<file path="src/rtl/mips_bus_arbiter.sv">
// Avalon-MM master shared by NUM_CH requesters: arbitrates, registers the winner, drives one
// transaction honouring waitrequest, and returns (optionally byte-swapped) read data to the winner.
module mips_bus_arbiter #(
    parameter int NUM_CH   = 2,
    parameter int ADDR_W   = 32,
    parameter int DATA_W   = 32,
    parameter int SWAP_EN  = 1,
    parameter int ARB_MODE = 0
) (
    input  logic                       clk,
    input  logic                       reset,
    input  logic [NUM_CH-1:0]          req_valid,
    input  logic [NUM_CH-1:0]          req_write,
    input  logic [NUM_CH*ADDR_W-1:0]   req_addr,
    input  logic [NUM_CH*DATA_W-1:0]   req_wdata,
    input  logic [NUM_CH*DATA_W/8-1:0] req_byteen,
    output logic [NUM_CH-1:0]          req_ready,
    output logic [NUM_CH-1:0]          rsp_valid,
    output logic [DATA_W-1:0]          rsp_rdata,
    output logic                       busy,
    output logic [ADDR_W-1:0]          address,
    output logic                       read,
    output logic                       write,
    output logic [DATA_W-1:0]          writedata,
    output logic [DATA_W/8-1:0]        byteenable,
    input  logic                       waitrequest,
    input  logic [DATA_W-1:0]          readdata
);

    localparam int NB  = DATA_W / 8;
    localparam int CW  = (NUM_CH > 1) ? $clog2(NUM_CH) : 1;
    localparam int LSB = $clog2(NB);

    localparam logic [0:0] IDLE  = 1'b0;
    localparam logic [0:0] ISSUE = 1'b1;

    logic [0:0]        state;
    logic [CW-1:0]     ptr;
    logic [CW-1:0]     g_lat;
    logic [CW-1:0]     gnt;
    logic              any_vld;
    logic [ADDR_W-1:0] sel_addr;
    logic [DATA_W-1:0] sel_wdata;
    logic [NB-1:0]     sel_be;
    logic              sel_write;

    // Bus is little-endian, core is big-endian: reverse byte lanes when enabled.
    function automatic logic [DATA_W-1:0] swap_data(input logic [DATA_W-1:0] d);
        logic [DATA_W-1:0] r;
        r = d;
        if (SWAP_EN != 0) begin
            for (int b = 0; b < NB; b++) begin
                r[b*8 +: 8] = d[(NB-1-b)*8 +: 8];
            end
        end
        return r;
    endfunction

    function automatic logic [NB-1:0] swap_be(input logic [NB-1:0] d);
        logic [NB-1:0] r;
        r = d;
        if (SWAP_EN != 0) begin
            for (int b = 0; b < NB; b++) begin
                r[b] = d[NB-1-b];
            end
        end
        return r;
    endfunction

    // Grant search; descending loops so the preferred candidate is written last.
    always_comb begin
        int idx;
        idx     = 0;
        any_vld = 1'b0;
        gnt     = '0;
        if (ARB_MODE == 0 || NUM_CH == 1) begin
            for (int i = NUM_CH - 1; i >= 0; i--) begin
                if (req_valid[i]) begin
                    any_vld = 1'b1;
                    gnt     = CW'(i);
                end
            end
        end else begin
            for (int k = NUM_CH; k >= 1; k--) begin
                idx = (int'(ptr) + k) % NUM_CH;
                if (req_valid[idx]) begin
                    any_vld = 1'b1;
                    gnt     = CW'(idx);
                end
            end
        end
    end

    always_comb begin
        sel_addr            = req_addr[int'(gnt)*ADDR_W +: ADDR_W];
        sel_addr[LSB-1:0]   = '0;
        sel_wdata           = req_wdata[int'(gnt)*DATA_W +: DATA_W];
        sel_be              = req_byteen[int'(gnt)*NB +: NB];
        sel_write           = req_write[gnt];
    end

    always_comb begin
        req_ready = '0;
        if (!reset && state == IDLE && any_vld) begin
            req_ready[gnt] = 1'b1;
        end
    end

    assign busy = (state == ISSUE);

    always_ff @(posedge clk or posedge reset) begin
        if (reset) begin
            state      <= IDLE;
            ptr        <= CW'(NUM_CH - 1);
            g_lat      <= '0;
            address    <= '0;
            writedata  <= '0;
            byteenable <= '0;
            read       <= 1'b0;
            write      <= 1'b0;
            rsp_valid  <= '0;
            rsp_rdata  <= '0;
        end else begin
            rsp_valid <= '0;
            case (state)
                IDLE: begin
                    if (any_vld) begin
                        state      <= ISSUE;
                        ptr        <= gnt;
                        g_lat      <= gnt;
                        address    <= sel_addr;
                        writedata  <= swap_data(sel_wdata);
                        byteenable <= swap_be(sel_be);
                        read       <= ~sel_write;
                        write      <= sel_write;
                    end
                end
                ISSUE: begin
                    if (!waitrequest) begin
                        state            <= IDLE;
                        read             <= 1'b0;
                        write            <= 1'b0;
                        rsp_valid[g_lat] <= 1'b1;
                        if (read) begin
                            rsp_rdata <= swap_data(readdata);
                        end
                    end
                end
                default: state <= IDLE;
            endcase
        end
    end

endmodule

</file>
<file path="config.mk">
export PLATFORM = sky130hd
export DESIGN_NAME = mips_bus_arbiter
export DESIGN_NICKNAME = d
export VERILOG_FILES = /design/src/rtl/mips_bus_arbiter.sv
export SDC_FILE = /design/constraint.sdc
export NUM_CORES = 1
export LEC_CHECK = 0
export ABC_AREA = 0
export CORE_ASPECT_RATIO = 1.25
export CORE_MARGIN = 3
export CORE_UTILIZATION = 40
export CTS_CLUSTER_SIZE = 16
export DETAILED_ROUTE_END_ITERATION = 12
export GPL_ROUTABILITY_DRIVEN = 0
export PLACE_DENSITY = 0.9
export SETUP_SLACK_MARGIN = 0.02
export SLEW_MARGIN = 20
export SYNTH_ARGS = -nofsm -noshare
export SYNTH_HDL_FRONTEND = slang
export SYNTH_SLANG_ARGS = --single-unit
</file>
<file path="constraint.sdc">
create_clock -name clk -period 7.6 [get_ports clk]
set_input_delay 2.28 -clock clk [delete_from_list [all_inputs] [get_ports clk]]
set_output_delay 2.28 -clock clk [all_outputs]
set_load 0.005 [all_outputs]
</file>
== After elaboration in Yosys (flattened, before gate mapping) ==
Cells that the tools add are included.
Widths: inputs -> output; s select.
Word-level totals
  flip-flop bits (word level): 104
  output and inout port bits: 107
  input bits: 175
Operators by class
  reduce and logical (&&, ||, !) cells: 8
  shift-type cells: 3
  eq/ne operators: 2
  $lt $le $gt $ge: 4
  bitwise operators: 3
  muxes and demuxes: 20
Operators by type and width (count)
  $shiftx 64x7->32: 2
  $mux 1: 12
  $shiftx 8x4->4: 1
  $mux 2: 3
  $pmux 1 s2: 3
  $logic_and 1x1->1: 4
  $lt 1x2->1 const B: 2
  $ne 2x2->1 const B: 2
  $reduce_and 2->1: 2
  $not 1->1: 3
  $reduce_and 3->1: 1
  $demux 1 s1: 2
  $ge 1x1->1 const B: 2
  $logic_not 1->1: 1

== Longest topological paths before layout ==
Gate-level depths: netlist of the first run.
  word-level depth: 7
  depth in mapped cells: 5
  mapped depth without buffers: 3

== Worst setup path after synthesis of the first run ==
OpenSTA, ideal clock, no wires.
  kind: input to output
  from: input port req_valid[0]
  to: output port req_ready[1]
  slack: 2.450 ns
  path buffers: 2
  data required time: 5.320 ns
  stages on the path: 4
  data arrival time: 2.870 ns
  cell sequence: nand2b_1 > buf_2 > buf_2 > nor3_1
On the way
  word-level cells in the longest chain between the ends: 6
RTL lines
  from (decl): line 12  | input logic [NUM_CH-1:0] req_valid,
  $mux 1: line 78  | if (req_valid[i]) begin
  $lt 1x2->1 (not written as such) or $ge 1x1->1 (tied branches): line 105  | req_ready[gnt] = 1'b1;
  $logic_and 1x1->1 (not written as such): line 105
  $mux 1 (not written as such): line 105
  $demux 1 s1: line 105
  $mux 2 *: line 104  | if (!reset && state == IDLE && any_vld) begin
  to (decl): line 17  | output logic [NUM_CH-1:0] req_ready,
Every way passes the cells marked *; elsewhere a longest branch is shown, timed or not.

== Worst setup path in the final report of the first run ==
  from: input port req_valid[0]
  to: output port req_ready[0]
Same word-level chain as after synthesis.

==> results of run 1 <==
==> metal layers <==
layer	up-vias	wire length, µm	track usage
li1	1981	-	-
met1	2034	5350	0.261
met2	189	8320	0.435
met3	29	1060	0.0451
met4	0	450	0.0853
met5	-	0	0
==> Yosys cell counts <==
cell	number	area, µm²
buf_2	20	100
dfrtp_1	104	2600
o21ai_0	13	65.1
o32ai_1	1	8.76
a21oi_1	69	345
nand2_2	1	6.26
and2b_1	1	7.51
buf_4	2	15.0
mux2_2	2	22.5
buf_6	3	33.8
mux2_4	30	450
o21ai_1	2	10.0
o22ai_1	66	413
clkbuf_1	12	45.0
conb_1	1	3.75
o21ba_2	1	10.0
nor3_1	1	5.00
nand2b_1	3	18.8
clkbuf_2	1	5.00
a311o_1	1	10.0
clkinv_1	1	3.75
and3_1	1	6.26
nor2_1	57	214
or3b_2	2	17.5
or3b_1	13	114
and2_1	1	6.26
inv_1	2	7.51
==> state kept, by name, indices dropped and copies added (netlist names) <==
| signal | cells |
|---|---|
| rsp_rdata | 32 |
| writedata | 32 |
| address | 30 |
| byteenable | 4 |
| rsp_valid | 2 |
| busy | 1 |
| g_lat | 1 |
| read | 1 |
| write | 1 |
==> cells by family (layout without fill, tap and decap cells) <==
kind of cell,Yosys count,in the layout,synth area share
and+or+nand+nor,80,80,0.0870
DFF,104,104,0.572
other,1,2,0.000825
muxes,32,32,0.104
buffers and inverters,41,297,0.0462
AOI/OAI and AO/OA,153,153,0.190
==> metrics by stage <==
stage | instances | setup slack (ps) | util | instance area (µm²)
3_5_place_dp | 784 | 1360 | 0.674 | 7300
5_1_grt | 800 | 1200 | 0.707 | 7650
2_1_floorplan | 412 | 2450 | - | 4550
3_3_place_gp | 784 | 1370 | 0.674 | 7300
6_report | 800 | 1320 | 0.707 | 7650
4_1_cts | 800 | 1330 | 0.706 | 7640
==> area by class of cell <==
type	instances	area share
inverter	3	0.00213
clock buffer	9	0.0294
clock inverter	7	0.0155
tap	132	0.0216
multi-input combinational	267	0.228
timing repair buffer	278	0.363
sequential	104	0.340
==> final timing paths <==
| path | from | endpoint | slack (ps) | cells after the start |
|---|---|---|---|---|
| setup / recovery | req_valid[0] | req_ready[0] | 1320 | 4 |
| hold / removal | g_lat$_DFFE_PP0P_ | rsp_valid[0]$_DFF_PP0_ | 460 | 1 |
| setup reg to reg | busy$_DFF_PP0_ | address[3]$_DFFE_PP0P_ | 5060 | 3 |
| hold reg to reg | g_lat$_DFFE_PP0P_ | rsp_valid[0]$_DFF_PP0_ | 460 | 1 |
| max in group asynchronous | reset | address[9]$_DFFE_PP0P_ | 4050 | 3 |
| min in group asynchronous | reset | write$_DFFE_PP0P_ | 2400 | 2 |
==> report_power, final <==
part | total (mW) | internal, mW | switching [mW] | leakage (nW)
logic | 0.727 | 0.486 | 0.241 | 1.79
clock network | 0.525 | 0.322 | 0.202 | 0.162
registers | 0.808 | 0.709 | 0.0987 | 1.18
==> worst reg2reg max path, delay by kind of cell, from the launching register on <==
family | cells | cell delay, ps
AOI/OAI and AO/OA | 2 | 610
buffers and inverters | 1 | 970
DFF | 1 | 810
==> impl_metrics.yaml, run 1 <==
cts:
  cts_made_buffers: 9
  cts.sinks: 104
  clockBufferDepth: 2
  cts_max_level: 3
  ctsHoldBuffers: 0
  cts_tree: "done"
  clkLatencyLatePin_ps: 340
  path_clk_slew_ps: 70
  cts_root_buf: "clkbuf_16"
  ctsResizeCount: 0
  cts_post_setup_buffers_inserted: 0
status:
  outcome: "finished clean"
yosys:
  synth-seq-cells: 104
  syn_inst: 411
  avgSynthCellArea_um2: 11.1
  synth_area_um2: 4550
  synth_cell_types: 27
  ys_warn_count: 0
  seq_area_frac_synth: 0.572
die:
  fp.dieH_um: 125
  rows: 42
  die_w_um: 101
  core_area_um2: 10800
  top_level_ports: 282
  die_area_um2: 12700
  start_util: 0.420
setup_path:
  cp_top_family: "buffers and inverters"
  slowest_delay_ps: 590
  worst-setup-path-type: "input port to primary output"
  required_ps: 5320
  critical_path_buf_inv_count: 2
  path_max_fanout: 17
  critPathSlowestCell: "clkdlybuf4s50_1"
  crit_path_start_kind: "input port"
  endpoint_kind: "primary output"
  worstPathArrival_ps: 4000
  crit_top_cell: "clkdlybuf4s50_1"
  worstPathCellList: "clkdlybuf4s50_1, nand2b_1, nor2_1, clkdlybuf4s50_1"
global_route:
  grt_pass1_vias: 4445
  grt_util_all_layers: 0.235
  grt_pass1_wl_um: 23200
  grt_overflow: 0
  grt_max_degree: 70
  grt_antenna_before_repair: 0
timing:
  setup_viol_count_final: 0
  rsz0062_at_grt: "false"
  tightestPinTransition_ps: 1070
  maxSlewViolCount: 0
  hold_viol: 0
  hold_slack_ps: 456
  max_slew_margin: 0.282
  fin_crit_ps: 6280
  fin_crit_sh: 0.826
  max_freq_mhz: 159
  finClkSkew_ps: 5.91
  tns_ps: 0
finish:
  drive_gt1_frac: 0.0883
  nNetsFinal: 838
  syn2layout_area_growth_pct: 68.2
  layout_common_cells: "clkdlybuf4s50_1, dfrtp_1, a21oi_1"
  diodes: 0
  fillers: 782
  seq_area_um2: 2600
  layout_commonest_cell: "clkdlybuf4s50_1"
  multi_input_area_um2: 1750
route:
  vias: 4233
  first_pass_iters: 4
  via_per_inst: 5.29
  wl_per_cell_um: 19.0
  drt_iter0_markers: 136
  drc: 0
  wl_um: 15200
  ant_nets: 0
place:
  port_buffers: 275
  post-dp-hpwl_um: 11400
power:
  p_leak_nw: 3.13
  irDropWorstVdd_uv: 120
  p_per_area_nw_per_um2: 269
  power_mw: 2.06
worst_hold_path:
  min_path_type: "flip-flop to flip-flop"
run:
  drv_cap: 0
Note: power is estimated with default switching activity, not from simulation.
==> inputs of run 2 (changes only) <==
CORE_UTILIZATION = 37   (was 40)
PLACE_DENSITY = 0.85   (was 0.9)
clock period = 5.9 ns   (was 7.6 ns; I/O delays follow)
==> run 2 against run 1 <==
Compared with the run above: worst setup slack lost 420 ps; via count grew 0.71%; die area rose by 7.7%; sequential cell count did not move; clock skew is essentially flat; power is 25% higher; non-clock buffer count increased by 1; sequential power grew 29%; core utilization is 6.0 points lower; combinational power rose by 27%; first-iteration DRC count increased by 11%; clock power rose by 15%.
==> impl_metrics.yaml, run 2 (synthesis results as in run 1) <==
setup_path:
  crit_top_cell: "clkdlybuf4s50_1"
  worst-setup-path-type: "input port to primary output"
  worstPathArrival_ps: 3230
  r2r_setup_slack_ps: 3390
  cp_top_family: "buffers and inverters"
  worstPathCellList: "clkdlybuf4s50_1, nand2b_1, buf_4, nor2_1, clkdlybuf4s50_1"
  critPathSlowestCell: "clkdlybuf4s50_1"
  path_max_fanout: 17
  reg2reg_depth: 3
  path_depth: 5
  critical_path_buf_inv_count: 3
  crit_path_start_kind: "input port"
  endpoint_kind: "primary output"
  required_ps: 4130
  slowest_delay_ps: 570
cts:
  cts.sinks: 104
  cts_max_level: 3
  ctsHoldBuffers: 0
  clockBufferDepth: 2
  cts_post_setup_buffers_inserted: 0
  cts_root_buf: "clkbuf_16"
  cts_tree: "done"
  cts_made_buffers: 9
  ctsResizeCount: 0
  clkLatencyLatePin_ps: 330
  path_clk_slew_ps: 70
timing:
  finalWorstSetupSlack_ps: 904
  fin_crit_sh: 0.847
  tightestPinTransition_ps: 1060
  max_freq_mhz: 200
  hold_slack_ps: 463
  maxSlewViolCount: 0
  setup_viol_count_final: 0
  rsz0062_at_grt: "false"
  finClkSkew_ps: 6.12
  max_slew_margin: 0.290
  fin_crit_ps: 5000
  hold_viol: 0
  tns_ps: 0
die:
  die_area_um2: 13700
  core_area_um2: 11800
  die_w_um: 105
  fp.dieH_um: 130
  top_level_ports: 282
  start_util: 0.384
  rows: 44
power:
  combPwrFrac: 0.360
  p_seq_frac: 0.405
  p_per_area_nw_per_um2: 335
  irDropWorstVdd_uv: 206
  p_leak_nw: 3.12
  clkPwrFrac: 0.235
  switching_share: 0.267
  p_switching_uw: 685
  power_mw: 2.57
  p_int_mw: 1.88
place:
  dpl_worst_slack_ps: 924
  place_inst: 814
  port_buffers: 275
  post-dp-hpwl_um: 10900
  placed_area_um2: 7340
global_route:
  grt_pass1_wl_um: 22400
  grt_overflow: 0
  grt_pass1_vias: 4391
  grt_antenna_before_repair: 0
  grt_util_all_layers: 0.207
  grt_max_degree: 74
finish:
  diodes: 0
  reg_top3: "rsp_rdata: 32 flops, writedata: 32 flops, address: 30 flops"
  syn2layout_area_growth_pct: 68.3
  nNetsFinal: 839
  layout_commonest_cell: "clkdlybuf4s50_1"
  fin_cells: 830
  drive_gt1_frac: 0.0897
  layout_common_cells: "clkdlybuf4s50_1, dfrtp_1, a21oi_1"
  fillers: 889
  finalCoreUtilization: 0.647
  stdcell_area_um2: 7650
route:
  vias: 4263
  via_per_inst: 5.14
  first_pass_iters: 4
  drt_iter0_markers: 151
  ant_nets: 0
  wl_um: 14700
  drc: 0
  wl_per_cell_um: 17.7
worst_hold_path:
  hold_depth: 1
  min_path_type: "flip-flop to flip-flop"
run:
  drv_cap: 0
status:
  outcome: "finished clean"
## run 2: cell count changes in the layout (fill, tap and decap cells not counted), sizes merged
| cell | change |
|---|---|
| buf | +1 |
| inv | +1 |
| clkinv | +1 |
| clkinvlp | -1 |
| bufinv | -2 |
| clkbuf | +1 |
## run 2: path summary, 6_finish.rpt
path,from,to
worst max-delay path,req_valid[0],req_ready[0]
worst min-delay path,g_lat$_DFFE_PP0P_,rsp_valid[0]$_DFF_PP0_
worst max register to register,busy$_DFF_PP0_,address[3]$_DFFE_PP0P_
worst min register to register,g_lat$_DFFE_PP0P_,rsp_valid[0]$_DFF_PP0_
max in group asynchronous,reset,writedata[28]$_DFFE_PP0P_
min in group asynchronous,reset,address[12]$_DFFE_PP0P_
## run 2: layout make-up
class / instances / area (µm²) / area share
repair buffers: 279 / 2780 / 0.364
flip-flops and latches: 104 / 2600 / 0.340
multi-input cells: 267 / 1750 / 0.228
clock buffers: 10 / 239 / 0.0312
well taps: 161 / 201 / 0.0263
clock inverters: 6 / 65.1 / 0.00850
inverters: 3 / 16.3 / 0.00213
## run 2: metal layers
layer | routed length [µm] | global-route usage
met1 | 5550 | 0.232
met4 | 268 | 0.0595
met2 | 7690 | 0.372
met5 | 0 | 0
met3 | 1170 | 0.0747
## run 2: power by group through the flow
| stage | Combinational [mW] | Sequential (mW) | Clock, mW |
|---|---|---|---|
| 6_report | 0.925 | 1.04 | 0.602 |
| 5_1_grt | 0.994 | 1.06 | 0.646 |
| 4_1_cts | 0.935 | 1.04 | 0.617 |
| 3_5_place_dp | 0.930 | 1.05 | 0 |
| 3_3_place_gp | 0.908 | 1.03 | 0 |
| 2_1_floorplan | 0.319 | 1.05 | 0 |
==> inputs of run 3 (changes only) <==
CORE_UTILIZATION = 34   (was 37)
PLACE_DENSITY = 0.82   (was 0.85)
clock period = 4.2 ns   (was 5.9 ns; I/O delays follow)
==> run 3 against run 2 <==
Compared with the run above: clock-buffer cell count unchanged; sequential share of layout area shrank 0.13 points; largest cell class unchanged; hold slack improved by 3.4 ps; non-clock buffer count grew 4; routed wire length up 4.8%; critical path depth fell by 1; via count rose by 1.1%; core utilization down 5.1 points; highest routed layer unchanged; worst setup slack worse by 670 ps; register-to-register slack worse by 1700 ps; sequential cell count unchanged; die area rose by 8.4%.
==> impl_metrics.yaml, run 3 (synthesis results as in run 1) <==
finish:
  nNetsFinal: 843
  fillers: 1047
  reg_top3: "rsp_rdata: 32 flops, writedata: 32 flops, address: 30 flops"
  syn2layout_area_growth_pct: 69.0
  diodes: 0
  stdcell_area_um2: 7680
  layout_common_cells: "clkdlybuf4s50_1, dfrtp_1, a21oi_1"
  layout_commonest_cell: "clkdlybuf4s50_1"
  drive_gt1_frac: 0.0938
  finalCoreUtilization: 0.596
  fin_cells: 840
die:
  core_area_um2: 12900
  rows: 46
  top_level_ports: 282
  fp.dieH_um: 135
  start_util: 0.353
  die_w_um: 109
  die_area_um2: 14800
power:
  p_leak_nw: 3.13
  p_per_area_nw_per_um2: 465
  irDropWorstVdd_uv: 256
  power_mw: 3.57
setup_path:
  worstPathCellList: "clkdlybuf4s50_1, nand2b_2, nor3_1, clkdlybuf4s50_1"
  reg2reg_depth: 3
  slowest_delay_ps: 540
  crit_path_start_kind: "input port"
  worstPathArrival_ps: 2710
  critPathSlowestCell: "clkdlybuf4s50_1"
  required_ps: 2940
  endpoint_kind: "primary output"
  path_max_fanout: 5
  crit_top_cell: "clkdlybuf4s50_1"
  worst-setup-path-type: "input port to primary output"
status:
  outcome: "finished clean"
cts:
  cts_post_setup_buffers_inserted: 0
  cts_made_buffers: 9
  path_clk_slew_ps: 70
  cts.sinks: 104
  cts_tree: "done"
  clockBufferDepth: 2
  clkLatencyLatePin_ps: 340
  cts_max_level: 3
  ctsHoldBuffers: 0
  cts_root_buf: "clkbuf_16"
  ctsResizeCount: 0
global_route:
  grt_overflow: 0
  grt_antenna_before_repair: 0
  grt_pass1_vias: 4704
  grt_util_all_layers: 0.203
  grt_max_degree: 70
  grt_pass1_wl_um: 23600
timing:
  rsz0062_at_grt: "false"
  fin_crit_ps: 3970
  max_freq_mhz: 252
  hold_slack_ps: 466
  max_slew_margin: 0.323
  setup_viol_count_final: 0
  tns_ps: 0
  finClkSkew_ps: 9.71
  fin_crit_sh: 0.944
  hold_viol: 0
  maxSlewViolCount: 0
  finalWorstSetupSlack_ps: 233
  tightestPinTransition_ps: 1020
route:
  first_pass_iters: 4
  wl_per_cell_um: 18.3
  ant_nets: 0
  wl_um: 15400
  via_per_inst: 5.13
  vias: 4309
  drt_iter0_markers: 238
  drc: 0
place:
  placed_area_um2: 7400
  post-dp-hpwl_um: 11500
  dpl_worst_slack_ps: 241
  port_buffers: 275
  place_inst: 825
worst_hold_path:
  min_path_type: "flip-flop to flip-flop"
  hold_depth: 1
run:
  drv_cap: 0
-- run 3: cell types whose count changed in the layout (fill, tap and decap cells not counted), sizes merged --
cell	change
buf	+4
bufinv	-1
clkinv	-2
inv	+2
-- run 3: per-layer routing --
layer  vias to the layer above  wire, µm  GRT usage
li1                       1998         -          -
met1                      2083      5590      0.230
met2                       185      8140      0.358
met3                        43       978     0.0458
met4                         0       655     0.0956
met5                         -         0          0
-- run 3: final cells by class --
type,count,area (µm²),area share
Inverter,3,15.0,0.00195
Timing Repair Buffer,283,2840,0.369
Clock inverter,5,38.8,0.00505
Sequential cell,104,2600,0.339
Tap cell,168,210,0.0274
Clock buffer,10,239,0.0311
Multi-Input combinational cell,267,1740,0.227
-- run 3: worst max-delay path: cells and delay by family --
kind                   cells  cell delay, ps
buffers and inverters      2            1070
and+or+nand+nor            2             380
-- run 3: final timing paths --
kind	startpoint	endpoint	slack [ps]
hold / removal	g_lat$_DFFE_PP0P_	rsp_valid[0]$_DFF_PP0_	470
min in group asynchronous	reset	writedata[30]$_DFFE_PP0P_	1400
setup / recovery	req_valid[0]	req_ready[1]	230
hold reg to reg	g_lat$_DFFE_PP0P_	rsp_valid[0]$_DFF_PP0_	470
setup reg to reg	busy$_DFF_PP0_	address[2]$_DFFE_PP0P_	1730
max in group asynchronous	reset	address[19]$_DFFE_PP0P_	2050
-- run 3: report_power, final --
| part | switching [mW] | leakage, nW | internal [mW] |
|---|---|---|---|
| combinational | 0.432 | 1.82 | 0.886 |
| clock | 0.372 | 0.136 | 0.421 |
| sequential | 0.178 | 1.18 | 1.28 |
| total | 0.983 | 3.13 | 2.59 |
